<file path="src/rtl/arbitrated_drain.sv">
// Receive-side endpoint of the arbitrated FIFO bank: tags granted words,
// buffers them FWFT and caps per-source occupancy.
module arbitrated_drain #(
  parameter int NUM_FIFOS   = 4,
  parameter int WIDTH       = 8,
  parameter int DEPTH       = 4,
  parameter int MAX_PER_SRC = 2,
  parameter int TAGWIDTH    = (NUM_FIFOS > 1) ? $clog2(NUM_FIFOS) : 1
) (
  input  logic                 clk,
  input  logic                 rst,
  input  logic [NUM_FIFOS-1:0] src_en,
  input  logic [NUM_FIFOS-1:0] gnt,
  input  logic [WIDTH-1:0]     data_in,
  output logic [NUM_FIFOS-1:0] reqs,
  output logic                 out_vld,
  input  logic                 out_rdy,
  output logic [WIDTH-1:0]     out_data,
  output logic [TAGWIDTH-1:0]  out_tag,
  output logic                 protocol_err
);

  localparam int PW = $clog2(DEPTH);
  localparam int CW = $clog2(DEPTH + 1);
  localparam int SW = $clog2(MAX_PER_SRC + 1);
  localparam int EW = TAGWIDTH + WIDTH;

  logic [EW-1:0]       r_mem [DEPTH];
  logic [PW-1:0]       r_wr;
  logic [PW-1:0]       r_rd;
  logic [CW-1:0]       r_count;
  logic [SW-1:0]       r_src_cnt [NUM_FIFOS];
  logic                r_err;

  logic                w_space;
  logic                w_onehot;
  logic                w_push;
  logic                w_bad;
  logic                w_pop;
  logic [TAGWIDTH-1:0] w_tag;
  logic [EW-1:0]       w_head;
  logic [NUM_FIFOS-1:0] w_inc;
  logic [NUM_FIFOS-1:0] w_dec;

  // reqs must stay independent of gnt/out_rdy to avoid a loop via the arbiter
  assign w_space = (r_count < CW'(DEPTH));

  always_comb begin
    reqs = '0;
    for (int i = 0; i < NUM_FIFOS; i++) begin
      reqs[i] = !rst && src_en[i] && w_space &&
                (r_src_cnt[i] < SW'(MAX_PER_SRC));
    end
  end

  always_comb begin
    w_tag = '0;
    for (int i = 0; i < NUM_FIFOS; i++) begin
      if (gnt[i]) w_tag = TAGWIDTH'(i);
    end
  end

  assign w_onehot = (gnt != '0) && ((gnt & (gnt - 1'b1)) == '0);
  assign w_push   = w_onehot && ((gnt & ~reqs) == '0);
  assign w_bad    = (gnt != '0) && !w_push;

  assign w_head   = r_mem[r_rd];
  assign out_vld  = (r_count != '0);
  assign out_data = w_head[WIDTH-1:0];
  assign out_tag  = w_head[EW-1:WIDTH];
  assign w_pop    = out_vld && out_rdy;
  assign protocol_err = r_err;

  always_comb begin
    w_inc = '0;
    w_dec = '0;
    for (int i = 0; i < NUM_FIFOS; i++) begin
      w_inc[i] = w_push && gnt[i];
      w_dec[i] = w_pop && (out_tag == TAGWIDTH'(i));
    end
  end

  always_ff @(posedge clk) begin
    if (w_push) r_mem[r_wr] <= {w_tag, data_in};
  end

  always_ff @(posedge clk) begin
    if (rst) begin
      r_wr    <= '0;
      r_rd    <= '0;
      r_count <= '0;
      r_err   <= 1'b0;
      for (int i = 0; i < NUM_FIFOS; i++) r_src_cnt[i] <= '0;
    end else begin
      if (w_push) r_wr <= r_wr + PW'(1);
      if (w_pop)  r_rd <= r_rd + PW'(1);
      if (w_push && !w_pop)      r_count <= r_count + CW'(1);
      else if (!w_push && w_pop) r_count <= r_count - CW'(1);
      if (w_bad) r_err <= 1'b1;
      for (int i = 0; i < NUM_FIFOS; i++) begin
        unique case ({w_inc[i], w_dec[i]})
          2'b10:   r_src_cnt[i] <= r_src_cnt[i] + SW'(1);
          2'b01:   r_src_cnt[i] <= r_src_cnt[i] - SW'(1);
          default: r_src_cnt[i] <= r_src_cnt[i];
        endcase
      end
    end
  end

endmodule

</file>
<file path="config.mk">
export PLATFORM = sky130hd
export DESIGN_NAME = arbitrated_drain
export DESIGN_NICKNAME = d
export VERILOG_FILES = /design/src/rtl/arbitrated_drain.sv
export SDC_FILE = /design/constraint.sdc
export NUM_CORES = 1
export LEC_CHECK = 0
export ABC_AREA = 1
export CAP_MARGIN = 25
export CORE_UTILIZATION = 50
export CTS_CLUSTER_SIZE = 10
export DETAILED_ROUTE_END_ITERATION = 8
export PLACE_DENSITY = 0.8
export SLEW_MARGIN = 20
export SYNTH_ARGS = -nofsm -noshare
export SYNTH_HDL_FRONTEND = slang
export SYNTH_SLANG_ARGS = --single-unit
</file>
<file path="constraint.sdc">
create_clock -name clk -period 3.5 [get_ports clk]
set_input_delay 1.05 -clock clk [delete_from_list [all_inputs] [get_ports clk]]
set_output_delay 1.05 -clock clk [all_outputs]
set_load 0.1 [all_outputs]
</file>
Word-level counts from Yosys, hierarchy flattened
Memories as Yosys holds them, arrays and structs flattened. A register that Yosys moved wholly into a read port is not among the register bits. Index checks and enable logic that the tools add are counted.

Register bits after elaboration: 8. RAM bits: 48. Logic and storage cells: 148. Memories kept: 2.

Memory list: r_mem (words 4, bits a word 10, read ports 1, clocked after memory_dff 1, write ports 1, RTL line 28) `logic [EW-1:0] r_mem [DEPTH];`; r_src_cnt (words 4, bits a word 2, read ports 4, clocked after memory_dff 0, write ports 4, RTL line 32) `logic [SW-1:0] r_src_cnt [NUM_FIFOS];`.

Add/subtract/negate cells: 13. Order comparisons: 5. Equality and inequality tests: 11. Multiplexer cells: 59. Bitwise logic cells: 15. Reduce and logical (&&, ||, !) cells: 39.

Operator list (number): $mux 1 (41); $mux 2 (16); $logic_and 1x1->1 (26); $add 2x1->2 const B (6); $eq 2x2->1 const B (6); $or 1x1->1 (12); $eq 2x1->1 const B (5); $and 4x4->4 (2); $logic_not 4->1 (2); $lt 2x2->1 const B (4); $reduce_or 2->1 (4); $sub 2x1->2 const B (4); $mux 3 (2); $not 4->4 (1); $reduce_bool 4->1 (1); $sub 4x1->4 const B (1); $add 3x1->3 const B (1); $logic_not 1->1 (3); $lt 3x3->1 const B (1); $reduce_bool 3->1 (1); $sub 3x1->3 const B (1); $logic_not 2->1 (1); $reduce_bool 2->1 (1).

Logic depth before layout (Yosys ltp)
Gate-level depths: netlist (run 1).

Word-level depth: 16. Depth in mapped cells: 15.

Worst setup path before layout (run 1)
Ideal clock, no wire load.

Path kind: reg-to-output. From: register (tool-made name). To: output port out_data[0]. Arrival: 2.366 ns. Slack: 0.084 ns. Stages on the path, launching flop included: 6. Path buffers: 2. Path through: dfxtp_1 inv_1 buf_2 clkbuf_1 o21ai_0 o22ai_1.

RTL lines: end, declared (RTL line 18) `output logic [WIDTH-1:0] out_data,`.

Worst setup path after layout (run 1)
From: input port gnt[2]. To: register r_count[2].

Cells in the longest elaborated chain, start to end: 8. Elaborated cells on any way between the ends: 13.

Ends and longest elaborated chain: start, declared (RTL line 13) `input logic [NUM_FIFOS-1:0] gnt,`; $sub 4x1->4 (RTL line 63) `assign w_onehot = (gnt != '0) && ((gnt & (gnt - 1'b1)) == '0);`; $and 4x4->4 (RTL line 63); $logic_not 4->1 (RTL line 63); $logic_and 1x1->1 (RTL line 63); $logic_and 1x1->1 * (RTL line 64) `assign w_push = w_onehot && ((gnt & ~reqs) == '0);`; named net w_push (RTL line 37) `logic w_push;`; $logic_not 1->1 (RTL line 98) `else if (!w_push && w_pop) r_count <= r_count - CW'(1);`; $logic_and 1x1->1 (RTL line 98); $reduce_bool 2->1 (no line); end signal, assigned (RTL line 97) `if (w_push && !w_pop) r_count <= r_count + CW'(1);`; end signal, assigned (RTL line 98); end, declared (RTL line 31) `logic [CW-1:0] r_count;`.

Mark *: on every way through the listed nets, which the timed path passes. The rest lies on a longest branch. A chain may end at the register's enable or synchronous reset.

==> results of run 1 <==
==> synthesized netlist by cell type, types with 2 or more instances <==
cell type	count	area, um2
edfxtp_1	48	1440
inv_1	41	154
nor2_1	41	154
nand2_1	35	131
o21ai_0	26	130
ha_1	13	163
a21oi_1	12	60.1
dfxtp_1	10	200
o22ai_1	8	50.1
nand3_1	5	25.0
nor2_2	4	25.0
clkbuf_1	3	11.3
xnor2_1	3	26.3
xor2_1	3	26.3
buf_2	2	10.0
buf_6	2	22.5
nor2_4	2	22.5
nor3_1	2	10.0
o31ai_1	2	15.0
or2_2	2	12.5
==> kinds of logic (layout without fill, tap and decap cells) <==
kind of cell | count (synthesis) | in the layout | share of synthesized area, %
AND/OR/NAND/NOR | 93 | 93 | 14.5
flip-flops | 58 | 58 | 59.5
AO/OA/AOI/OAI | 49 | 49 | 9.85
XOR/XNOR | 6 | 6 | 1.91
adder cells (fa/ha/maj) | 14 | 14 | 6.62
buffers and inverters | 50 | 100 | 7.62
==> metrics by stage <==
stage                     hold slack, ns  std cells  setup slack, ns
after floorplan                    0.436        270           0.0839
after global placement             0.444        374            0.146
after detailed placement           0.450        374          0.00973
after CTS                          0.463        390            0.350
after global routing               0.487        390            0.125
final                              0.458        390            0.294
==> cell usage in the layout, fill, tap and decap left out <==
master and n:
nor2_2 4, a21oi_1 12, nor2_1 41, clkinv_2 1, buf_4 19, inv_1 41
clkdlybuf4s50_1 18, bufinv_16 1, edfxtp_1 48, nor3_1 2, o31ai_1 2, o22ai_1 8
clkbuf_8 9, xor2_1 3, nand2_4 1, dfxtp_1 10, buf_12 5, xnor2_1 3
clkinvlp_4 2, nand3_1 5, nand3b_1 1, nand2_1 35, a32oi_2 1, o21ai_0 26
nor2_4 2, clkinv_1 4, ha_1 13, fa_1 1, or2_2 2
==> worst reg2reg max path, delay by kind of cell (launching register included) <==
family	cells	cell delay (ns)
adder cells (fa/ha/maj)	1	0.29
flip-flops	1	0.53
buffers and inverters	2	0.35
AND/OR/NAND/NOR	4	0.43
AO/OA/AOI/OAI	3	0.63
==> layout make-up <==
class | instances | area (um2)
Multi-Input combinational cell | 162 | 906
Clock inverter | 7 | 60.1
Fill cell | 424 | 1800
Sequential cell | 58 | 1640
Timing Repair Buffer | 42 | 423
Inverter | 42 | 159
Clock buffer | 9 | 124
Tap cell | 70 | 87.6
==> flip-flops by register name (all words and copies together), names as in the netlist, named ones only <==
| signal | cells |
|---|---|
| protocol_err | 1 |
| r_count | 3 |
| r_mem | 40 |
| r_rd | 2 |
| r_src_cnt | 8 |
| r_wr | 2 |
==> routing by layer <==
metal / share of wire, % / vias up / GRT usage (%)
met2: 48 / 53 / 31.5
met1: 45 / 871 / 23.2
met3: 4.5 / 11 / 4.79
met5: 0 / - / 0
li1: - / 986 / -
met4: 2.2 / 0 / 11.0
==> power groups by stage <==
stage          Combinational [mW]  Sequential (mW)  Clock (mW)
3_3_place_gp                0.956            0.849           0
3_5_place_dp                0.970            0.850           0
4_1_cts                     0.974            0.836       0.581
6_report                    0.971            0.836       0.568
5_1_grt                      1.04            0.842       0.610
2_1_floorplan               0.749            0.844           0
==> worst paths after layout <==
path,startpoint,to,slack [ns],cells past startpoint
worst min register to register,protocol_err,protocol_err,0.46,2
worst max register to register,flip-flop,r_src_cnt[0][0],0.97,10
worst min-delay path,protocol_err,protocol_err,0.46,2
worst max-delay path,gnt[2],r_count[2],0.29,15
==> qor_table.md, run 1 <==
| Metric | Reported | Unit |
|---|---|---|
| Type of the worst min-delay path | flip-flop to flip-flop | - |
| Cell-internal power | 1.36 | mW |
| Final count of negative-setup-slack endpoints | 0 | - |
| Floorplan die area | 5820 | um2 |
| ANT nets after route | 0 | - |
| Max H-tree Level | 3 | - |
| Number of hold buffers added after CTS | 0 | - |
| CTS Root Cell | clkbuf_8 | - |
| Relative slew slack | 61.7 | % |
| Worst-case vdd ir drop | 0.606 | mV |
| Die Y | 76.3 | um |
| Syn_area_per_cell | 10.2 | um2 |
| Number of DRC markers in iteration 0 | 160 | - |
| Slowest cell delay on critical path | 0.50 | ns |
| Setup TNS after final layout | 0 | ns |
| Detailed-route via count | 1921 | - |
| Post-DR vias/cell | 4.93 | - |
| Power share of the sequential group | 35.2 | % |
| Clock network fraction of design power | 23.9 | % |
| Netlist Area Pre-Place | 2760 | um2 |
| Number of synthesized flops with an enable pin | 48 | - |
| Worst path bufs/invs | 4 | - |
| Clock transition at the registers of the reported paths | 0.06 | ns |
| Post-synth ARST share | 0 | % |
| Fraction of layout instances using a drive strength above 1 | 14.7 | % |
| Final non-filler cell area | 3400 | um2 |
| Antenna Cells | 0 | - |
| Maximum fanout along the worst path | 9 | - |
| Maximum number of pins on one net before global-route repair | 21 | - |
| Worst Max-Slew Pin Slew | 0.575 | ns |
| Floorplan core area | 5200 | um2 |
| Category of the most critical setup path | primary input to flip-flop | - |
| Crit path DAT | 3.48 | ns |
| CP required | 3.77 | ns |
| Final HPWL DP | 3570 | um |
| Via count of the first global-routing pass | 1848 | - |
| Worst-path cell chain | clkdlybuf4s50_1 -> nor2_2 -> inv_1 -> nand2_1 -> nand3_1 -> nor2_4 -> nand2_4 -> clkinv_2 -> ha_1 -> inv_1 -> fa_1 -> a21oi_1 -> o21ai_0 -> xor2_1 -> nor2_1 | - |
| Cell family with the largest share of critical-path delay | buffers and inverters | - |
| Num CTS Buffers | 9 | - |
| Main flop type after synthesis | edfxtp_1 | - |
| RSZ-0062 raised after global routing | no | - |
| Number of placement rows | 26 | - |
| Number of DRC violations after detailed routing | 0 | - |
| Area post-placement | 3220 | um2 |
| Resized Gates After CTS | 0 | - |
| Distinct cells, synth | 26 | - |
| Proportion of synthesized chip area in sequential cells | 59.5 | % |
| Net count after synthesis | 303 | - |
| Synthesized instance count | 270 | - |
| Overall track demand over capacity in global routing | 19.3 | % |
| Number of sinks on the clock net | 58 | - |
| Final hold viol count | 0 | - |
| Fin. max-slew vios | 0 | - |
| Final clock period utilization by the worst path | 91.6 | % |
| Type of element launching the critical path | primary input | - |
| Number of max-capacitance violations reported | 0 | - |
| Sw frac | 42.6 | % |
| Flop and latch count out of synthesis | 58 | - |
| Ys Warns | 0 | - |
| Clock tree from TritonCTS | yes | - |
| Logic gate share of total power | 40.9 | % |
| Total setup buffers inserted after CTS | 0 | - |
| Port bufs | 34 | - |
| Antenna violations before repair | 0 | - |
| Global-route wire length before repair | 8410 | um |
| Post-layout power | 2.38 | mW |
| Clock latency reported for the late side of the worst-skew pair | 0.33 | ns |
| Endpoint kind of the worst setup timing path | flip-flop | - |
| Run status | finished, final reports clean | - |
| Total congestion overflow after global routing | 0 | - |
| Final critical-path required period | 3.21 | ns |
| Power Density | 699 | nW/um2 |
| Total detailed-routing wirelength | 5130 | um |
| Most common cell on crit path | inv_1 | - |
| Starting density of the core | 53.0 | % |
| Growth of design area from synthesis to finish | 23.3 | % |
| Post-layout nets | 348 | - |
| Setup Skew | 0.00607 | ns |
| Highest clock frequency the design can meet | 312 | MHz |
| Net switching power of the design | 1.01 | mW |
| Average wire length per cell after detail routing | 13.1 | um |
| Cell with the biggest individual delay on the critical path | clkdlybuf4s50_1 | - |
| Leakage component of the power | 1.39 | nW |
| Global placer's final weighted congestion | 0.933 | - |
| Die boundary width | 76.3 | um |
| Pre-antenna DRT Iters | 4 | - |
| Maximum count of clock buffers along a single path | 2 | - |
| Final Util | 65.3 | % |
| Num ports | 35 | - |
(Power assumes the default switching activity.)
==> run 2: changes to the inputs <==
--- a/config.mk
+++ b/config.mk
@@ -6,7 +6,7 @@
 export NUM_CORES = 1
 export LEC_CHECK = 0
 export ABC_AREA = 1
-export CAP_MARGIN = 25
+export CAP_MARGIN = 20
 export CORE_UTILIZATION = 50
 export CTS_CLUSTER_SIZE = 10
 export DETAILED_ROUTE_END_ITERATION = 8
==> results of run 2 <==
Same layout as run 1: the final DEF is identical, and so are final timing and power.
